### src/rtl/ahb_apb_pkg.sv
// Shared encodings, FSM state type and elaboration helpers for the multi-slave
// AHB-to-APB bridge.
package ahb_apb_pkg;

    localparam logic [1:0] HTRANS_IDLE   = 2'b00;
    localparam logic [1:0] HTRANS_BUSY   = 2'b01;
    localparam logic [1:0] HTRANS_NONSEQ = 2'b10;
    localparam logic [1:0] HTRANS_SEQ    = 2'b11;

    localparam logic [1:0] HRESP_OKAY  = 2'b00;
    localparam logic [1:0] HRESP_ERROR = 2'b01;

    typedef enum logic [2:0] {
        StIdle,
        StLatch,
        StSetup,
        StAccess,
        StErr1,
        StErr2
    } state_e;

    // Ceiling log2, never less than 1 so that derived vectors stay legal.
    function automatic int unsigned clog2(input int unsigned n);
        int unsigned r;
        r = 0;
        for (int unsigned i = 0; i < 32; i++) begin
            if ((64'd1 << i) < 64'(n)) r = i + 1;
        end
        return (r == 0) ? 1 : r;
    endfunction

    function automatic logic htrans_active(input logic [1:0] htrans);
        logic act;
        case (htrans)
            HTRANS_NONSEQ, HTRANS_SEQ: act = 1'b1;
            HTRANS_IDLE, HTRANS_BUSY:  act = 1'b0;
            default:                   act = 1'b0;
        endcase
        return act;
    endfunction

endpackage

### src/rtl/apb_slave_decode.sv
// Combinational APB slave decode: picks the slave index field out of the AHB
// address and produces the index, a one-hot select and an in-range flag.
module apb_slave_decode
    import ahb_apb_pkg::*;
#(
    parameter int unsigned ADDR_W  = 32,
    parameter int unsigned NSLV    = 3,
    parameter int unsigned SEL_LSB = 12,
    localparam int unsigned IDXW   = clog2(NSLV)
) (
    input  logic [ADDR_W-1:0] addr_i,
    output logic [IDXW-1:0]   idx_o,
    output logic [NSLV-1:0]   onehot_o,
    output logic              valid_o
);

    always_comb begin
        idx_o    = IDXW'(addr_i >> SEL_LSB);
        valid_o  = 32'(idx_o) < NSLV;
        onehot_o = '0;
        for (int unsigned i = 0; i < NSLV; i++) begin
            onehot_o[i] = (32'(idx_o) == i);
        end
    end

endmodule

### src/rtl/ahb_apb_bridge_mslv.sv
// AHB-to-APB bridge for NSLV APB slaves: one APB SETUP/ACCESS per accepted AHB
// transfer, with PREADY wait states, PSLVERR/decode/timeout errors as a 2-cycle ERROR.
module ahb_apb_bridge_mslv
    import ahb_apb_pkg::*;
#(
    parameter int unsigned ADDR_W  = 32,
    parameter int unsigned DATA_W  = 32,
    parameter int unsigned NSLV    = 3,
    parameter int unsigned SEL_LSB = 12,
    parameter int unsigned TIMEOUT = 0
) (
    input  logic                   HCLK,
    input  logic                   HRESET,
    input  logic                   HSEL,
    input  logic [ADDR_W-1:0]      HADDR,
    input  logic                   HWRITE,
    input  logic [1:0]             HTRANS,
    input  logic [DATA_W-1:0]      HWDATA,
    input  logic                   HREADYIN,
    output logic                   HREADYOUT,
    output logic [1:0]             HRESP,
    output logic [DATA_W-1:0]      HRDATA,
    output logic [NSLV-1:0]        PSEL,
    output logic                   PENABLE,
    output logic                   PWRITE,
    output logic [ADDR_W-1:0]      PADDR,
    output logic [DATA_W-1:0]      PWDATA,
    input  logic [NSLV*DATA_W-1:0] PRDATA,
    input  logic [NSLV-1:0]        PREADY,
    input  logic [NSLV-1:0]        PSLVERR
);

    localparam int unsigned IDXW = clog2(NSLV);
    localparam int unsigned CNTW = clog2(TIMEOUT + 1);

    state_e              state_q, state_d;
    logic                hready_q, hready_d;
    logic [1:0]          hresp_q, hresp_d;
    logic [DATA_W-1:0]   hrdata_q, hrdata_d;
    logic [NSLV-1:0]     psel_q, psel_d;
    logic                penable_q, penable_d;
    logic                pwrite_q, pwrite_d;
    logic [ADDR_W-1:0]   paddr_q, paddr_d;
    logic [DATA_W-1:0]   pwdata_q, pwdata_d;
    logic [IDXW-1:0]     idx_q, idx_d;
    logic [NSLV-1:0]     sel_q, sel_d;
    logic                valid_q, valid_d;
    logic [CNTW-1:0]     cnt_q, cnt_d;

    logic [IDXW-1:0]     dec_idx;
    logic [NSLV-1:0]     dec_onehot;
    logic                dec_valid;
    logic                accept, slv_ready, slv_err, timeout_hit;
    logic [DATA_W-1:0]   slv_rdata;

    apb_slave_decode #(
        .ADDR_W  (ADDR_W),
        .NSLV    (NSLV),
        .SEL_LSB (SEL_LSB)
    ) u_decode (
        .addr_i   (HADDR),
        .idx_o    (dec_idx),
        .onehot_o (dec_onehot),
        .valid_o  (dec_valid)
    );

    assign accept = HSEL && HREADYIN && htrans_active(HTRANS) && hready_q;

    // Response of the addressed slave; only consulted in ACCESS, where idx_q is in range.
    always_comb begin
        slv_ready = 1'b0;
        slv_err   = 1'b0;
        slv_rdata = '0;
        for (int unsigned i = 0; i < NSLV; i++) begin
            if (32'(idx_q) == i) begin
                slv_ready = PREADY[i];
                slv_err   = PSLVERR[i];
                slv_rdata = PRDATA[i*DATA_W +: DATA_W];
            end
        end
    end

    assign timeout_hit = (TIMEOUT != 0) && (32'(cnt_q) + 32'd1 == TIMEOUT);

    always_comb begin
        state_d   = state_q;
        hready_d  = hready_q;
        hresp_d   = hresp_q;
        hrdata_d  = hrdata_q;
        psel_d    = psel_q;
        penable_d = penable_q;
        pwrite_d  = pwrite_q;
        paddr_d   = paddr_q;
        pwdata_d  = pwdata_q;
        idx_d     = idx_q;
        sel_d     = sel_q;
        valid_d   = valid_q;
        cnt_d     = cnt_q;
        unique case (state_q)
            // Both states present HREADYOUT=1, so either can take the next transfer.
            StIdle, StErr2: begin
                state_d = StIdle;
                hresp_d = HRESP_OKAY;
                if (accept) begin
                    state_d  = StLatch;
                    hready_d = 1'b0;
                    paddr_d  = HADDR;
                    pwrite_d = HWRITE;
                    idx_d    = dec_idx;
                    sel_d    = dec_onehot;
                    valid_d  = dec_valid;
                end
            end
            StLatch: begin
                pwdata_d = HWDATA;
                if (valid_q) begin
                    psel_d  = sel_q;
                    state_d = StSetup;
                end else begin
                    hresp_d = HRESP_ERROR;
                    state_d = StErr1;
                end
            end
            StSetup: begin
                penable_d = 1'b1;
                cnt_d     = '0;
                state_d   = StAccess;
            end
            StAccess: begin
                if (slv_ready || timeout_hit) begin
                    psel_d    = '0;
                    penable_d = 1'b0;
                end
                if (slv_ready && !slv_err) begin
                    if (!pwrite_q) hrdata_d = slv_rdata;
                    hready_d = 1'b1;
                    state_d  = StIdle;
                end else if (slv_ready || timeout_hit) begin
                    hresp_d = HRESP_ERROR;
                    state_d = StErr1;
                end else if (cnt_q != {CNTW{1'b1}}) begin
                    cnt_d = cnt_q + 1'b1;
                end
            end
            StErr1: begin
                hready_d = 1'b1;
                state_d  = StErr2;
            end
            default: state_d = StIdle;
        endcase
    end

    always_ff @(posedge HCLK) begin
        if (HRESET) begin
            state_q   <= StIdle;
            hready_q  <= 1'b1;
            hresp_q   <= HRESP_OKAY;
            hrdata_q  <= '0;
            psel_q    <= '0;
            penable_q <= 1'b0;
            pwrite_q  <= 1'b0;
            paddr_q   <= '0;
            pwdata_q  <= '0;
            idx_q     <= '0;
            sel_q     <= '0;
            valid_q   <= 1'b0;
            cnt_q     <= '0;
        end else begin
            state_q   <= state_d;
            hready_q  <= hready_d;
            hresp_q   <= hresp_d;
            hrdata_q  <= hrdata_d;
            psel_q    <= psel_d;
            penable_q <= penable_d;
            pwrite_q  <= pwrite_d;
            paddr_q   <= paddr_d;
            pwdata_q  <= pwdata_d;
            idx_q     <= idx_d;
            sel_q     <= sel_d;
            valid_q   <= valid_d;
            cnt_q     <= cnt_d;
        end
    end

    assign HREADYOUT = hready_q;
    assign HRESP     = hresp_q;
    assign HRDATA    = hrdata_q;
    assign PSEL      = psel_q;
    assign PENABLE   = penable_q;
    assign PWRITE    = pwrite_q;
    assign PADDR     = paddr_q;
    assign PWDATA    = pwdata_q;

endmodule

### config.mk
export PLATFORM = sky130hd
export DESIGN_NAME = ahb_apb_bridge_mslv
export DESIGN_NICKNAME = d
export VERILOG_FILES = /design/src/rtl/ahb_apb_pkg.sv /design/src/rtl/apb_slave_decode.sv /design/src/rtl/ahb_apb_bridge_mslv.sv
export SDC_FILE = /design/constraint.sdc
export NUM_CORES = 1
export LEC_CHECK = 0
export ABC_AREA = 1
export CAP_MARGIN = 20
export CORE_ASPECT_RATIO = 1.1
export CORE_MARGIN = 3
export CORE_UTILIZATION = 38
export DETAILED_ROUTE_END_ITERATION = 10
export HOLD_SLACK_MARGIN = 0.1
export PLACE_DENSITY_LB_ADDON = 0.12
export SLEW_MARGIN = 10
export SYNTH_ARGS = -nofsm -noshare
export SYNTH_HDL_FRONTEND = slang
export SYNTH_SLANG_ARGS = --single-unit
export TNS_END_PERCENT = 30
### constraint.sdc
create_clock -name HCLK -period 1.8 [get_ports HCLK]
set_input_delay 0.18 -clock HCLK [delete_from_list [all_inputs] [get_ports HCLK]]
set_output_delay 0.18 -clock HCLK [all_outputs]
set_load 0.05 [all_outputs]
==> impl_metrics.env <==
export IMPL_status="finished clean"
export IMPL_max_freq_mhz=590
export IMPL_grt_max_degree=70
export IMPL_coreArea_sq_um=11700
export IMPL_cp_max_fo=2
export IMPL_area_delta_synth_final_pct=67.5
export IMPL_syn_area_per_cell_sq_um=7.05
export IMPL_syn_area_sq_um=4640
export IMPL_min_delay_path_depth=3
export IMPL_wl_mm=14.9
export IMPL_synth_top_area_cell="dfxtp_1"
export IMPL_groute_usage_overall_pct=21.6
export IMPL_gr_total_overflow=0
export IMPL_p_per_area_nw_per_um2=759
export IMPL_clockBufferDepth=2
export IMPL_detailedRoute_firstIterationViolations=268
export IMPL_h_tree_depth=3
export IMPL_r2r_start="state_q[0]"
export IMPL_ys_flop_type="dfxtp_1"
export IMPL_cts_hold_buf=0
export IMPL_cp_startpoint="PADDR[30]"
export IMPL_ir_drop_uv=581
export IMPL_finalHoldViolCount=0
export IMPL_switchingPower_mw=1.56
export IMPL_grt_antenna_before_repair=0
export IMPL_fp_dieW_um=111
export IMPL_n_antenna_cell=0
export IMPL_dp_cells=1054
export IMPL_period_share_pct=94.2
export IMPL_top_level_ports=277
export IMPL_yosysWarnings=0
export IMPL_clk_latency_ps=340
export IMPL_cts_repair_resized=0
export IMPL_grt_pass1_wl_mm=23.9
export IMPL_root_buffer="clkbuf_16"
export IMPL_post_cts_repair_setup_buffers=0
export IMPL_final_cells=1070
export IMPL_ys_ff_latch=110
export IMPL_routed_via_density=4.75
export IMPL_tightestPinTransition_ps=545
export IMPL_drc_errors=0
export IMPL_synth_top_area_share_pct=47.5
export IMPL_path_delay_family="buffers and inverters"
export IMPL_syn_inst=658
export IMPL_rows=41
export IMPL_dieArea_sq_um=13600
export IMPL_nets=1088
export IMPL_cp_arrival_ps=1520
export IMPL_crit_path_start_kind="flip-flop"
export IMPL_path_class="reg -> out"
export IMPL_slew_violations=0
export IMPL_reg2regPathDepth=8
export IMPL_initial_core_util_pct=39.6
export IMPL_portBuffers=274
export IMPL_gp_congestion=0.944
export IMPL_dp_hpwl_mm=11.4
export IMPL_worstHoldStart="HWDATA[14]"
export IMPL_cts_tree="built"
export IMPL_routedWlPerCell_um=13.9
export IMPL_synth_edf_count=0
export IMPL_worst_path_buf_inv=1
export IMPL_grt_pass1_vias=4877
export IMPL_r2r_end="HRDATA[29]"
export IMPL_ant_nets=0
export IMPL_clock_skew_ps=6.86
export IMPL_comb_power_share_pct=21.7
export IMPL_clkSinkCount=110
export IMPL_crit_chain="clkdlybuf4s50_1"
export IMPL_cp_slowest_cell="clkdlybuf4s50_1"
export IMPL_synth_nets=831
export IMPL_p_sw_share_pct=26.5
export IMPL_cts_inserted_buffers=9
export IMPL_maxSlewHeadroom_pct=63.5
export IMPL_rsz0062_at_grt="no"
export IMPL_setup_violations=0
export IMPL_place_area_sq_um=7450
export IMPL_synth_area_leaders="dfxtp_1 (48%), nand2_1 (15%), a21oi_1 (7.9%), nor2_1 (6.2%), nand3_1 (4.8%)"
export IMPL_maxCapViolations=0
export IMPL_path_clk_slew_ps=70
export IMPL_cp_required_ps=1620
export IMPL_p_int_mw=4.33
export IMPL_dr_pass1_iters=5
export IMPL_async_flop_share_pct=0
export IMPL_cpPeakStageDelay_ps=830
export IMPL_setup_tns_ps=0
export IMPL_hp_class="in -> reg"
export IMPL_vias=5079
export IMPL_synthDistinctLibCells=26
export IMPL_min_to="PWDATA[14]"
export IMPL_p_clk_share_pct=34.6
export IMPL_period_needed_ps=1700
export IMPL_final_layout_size_suffix_gt1_share_pct=5.00
export IMPL_leakage_nw=2.94
export IMPL_power_frac_seq_pct=43.7
export IMPL_critPathCaptureType="primary output"
export IMPL_seq_area_frac_synth_pct=47.5
export IMPL_die_h_um=122
export IMPL_r2r_slack_ps=290
export IMPL_design_area_sq_um=7760
==> per-layer routing <==
| metal | routed length (um) | track usage, % | vias up | part of all wire (%) |
|---|---|---|---|---|
| met5 | 0 | 0 | - | 0 |
| met2 | 7690 | 39.0 | 194 | 52 |
| met4 | 322 | 8.21 | 0 | 2.2 |
| met3 | 1110 | 5.71 | 19 | 7.5 |
| li1 | - | - | 2608 | - |
| met1 | 5730 | 24.6 | 2258 | 39 |
==> per-stage QoR <==
step	power (mW)	util, %	worst slack, ps	hold WS [ps]
3_3_place_gp	3.89	63.7	249	430
3_5_place_dp	3.91	63.7	223	436
5_1_grt	6.17	66.4	52.4	384
4_1_cts	5.97	66.4	83.6	378
2_1_floorplan	3.28	-	63.4	324
6_report	5.89	66.4	105	394
==> flip-flops by register name, summed over array words and instances, names as in the netlist, 3 cells and up <==
name / cells
state_q: 3
PADDR: 32
HRDATA: 32
PSEL: 3
sel_q: 3
PWDATA: 32
==> worst max path at each step <==
stage / to / slack (ps) / depth (start not counted)
4_1_cts: PADDR[30] / 80 / 1
2_1_floorplan: HRDATA[10] / 60 / 8
3_5_place_dp: PADDR[11] / 220 / 8
3_3_place_gp: PADDR[16] / 250 / 8
6_report: PADDR[30] / 100 / 1
5_1_grt: PADDR[30] / 50 / 1
==> logic make-up after synthesis <==
kind of cell           Yosys count  share of synthesized area (%)
flip-flops                     110                           47.5
buffers and inverters           91                           9.23
AND/OR/NAND/NOR                311                           27.3
other                            1                         0.0809
AO/OA/AOI/OAI                  145                           15.9
==> area by class of cell <==
cell class                 instances  area, sq um
inverter                          50          188
clock buffer                      14          274
clock inverter                     2         38.8
multi-input combinational        457         2010
tap                              150          188
sequential                       110         2200
fill                            1012         3930
timing repair buffer             287         2870
==> cell usage in the layout (no fill, tap or decap), types with 2 or more instances in the layout <==
cell / n
nor2_1: 77
buf_4: 18
clkbuf_1: 2
clkinv_1: 2
buf_12: 4
nor2_2: 2
clkbuf_16: 9
nand3_1: 44
inv_2: 2
clkdlybuf4s50_1: 265
nand2_1: 182
inv_1: 46
o21ai_1: 28
dfxtp_1: 110
clkbuf_8: 3
nor2_4: 2
o21ai_0: 40
a21oi_1: 73
==> power groups by stage <==
stage / sequential (mW) / combinational [mW] / clock [mW]
after detailed placement: 2.63 / 1.28 / 0
after CTS: 2.57 / 1.29 / 2.11
after global routing: 2.59 / 1.38 / 2.21
after global placement: 2.62 / 1.27 / 0
final: 2.57 / 1.28 / 2.04
after floorplan: 2.92 / 0.363 / 0
==> cell usage after synthesis (all sizes together) (17+ instances only) <==
library cell,number
nand3,46
nor2,81
buf,24
inv,49
dfxtp,110
o21ai,68
clkbuf,17
nand2,183
a21oi,73
Note: power is estimated with default switching activity, not from simulation.
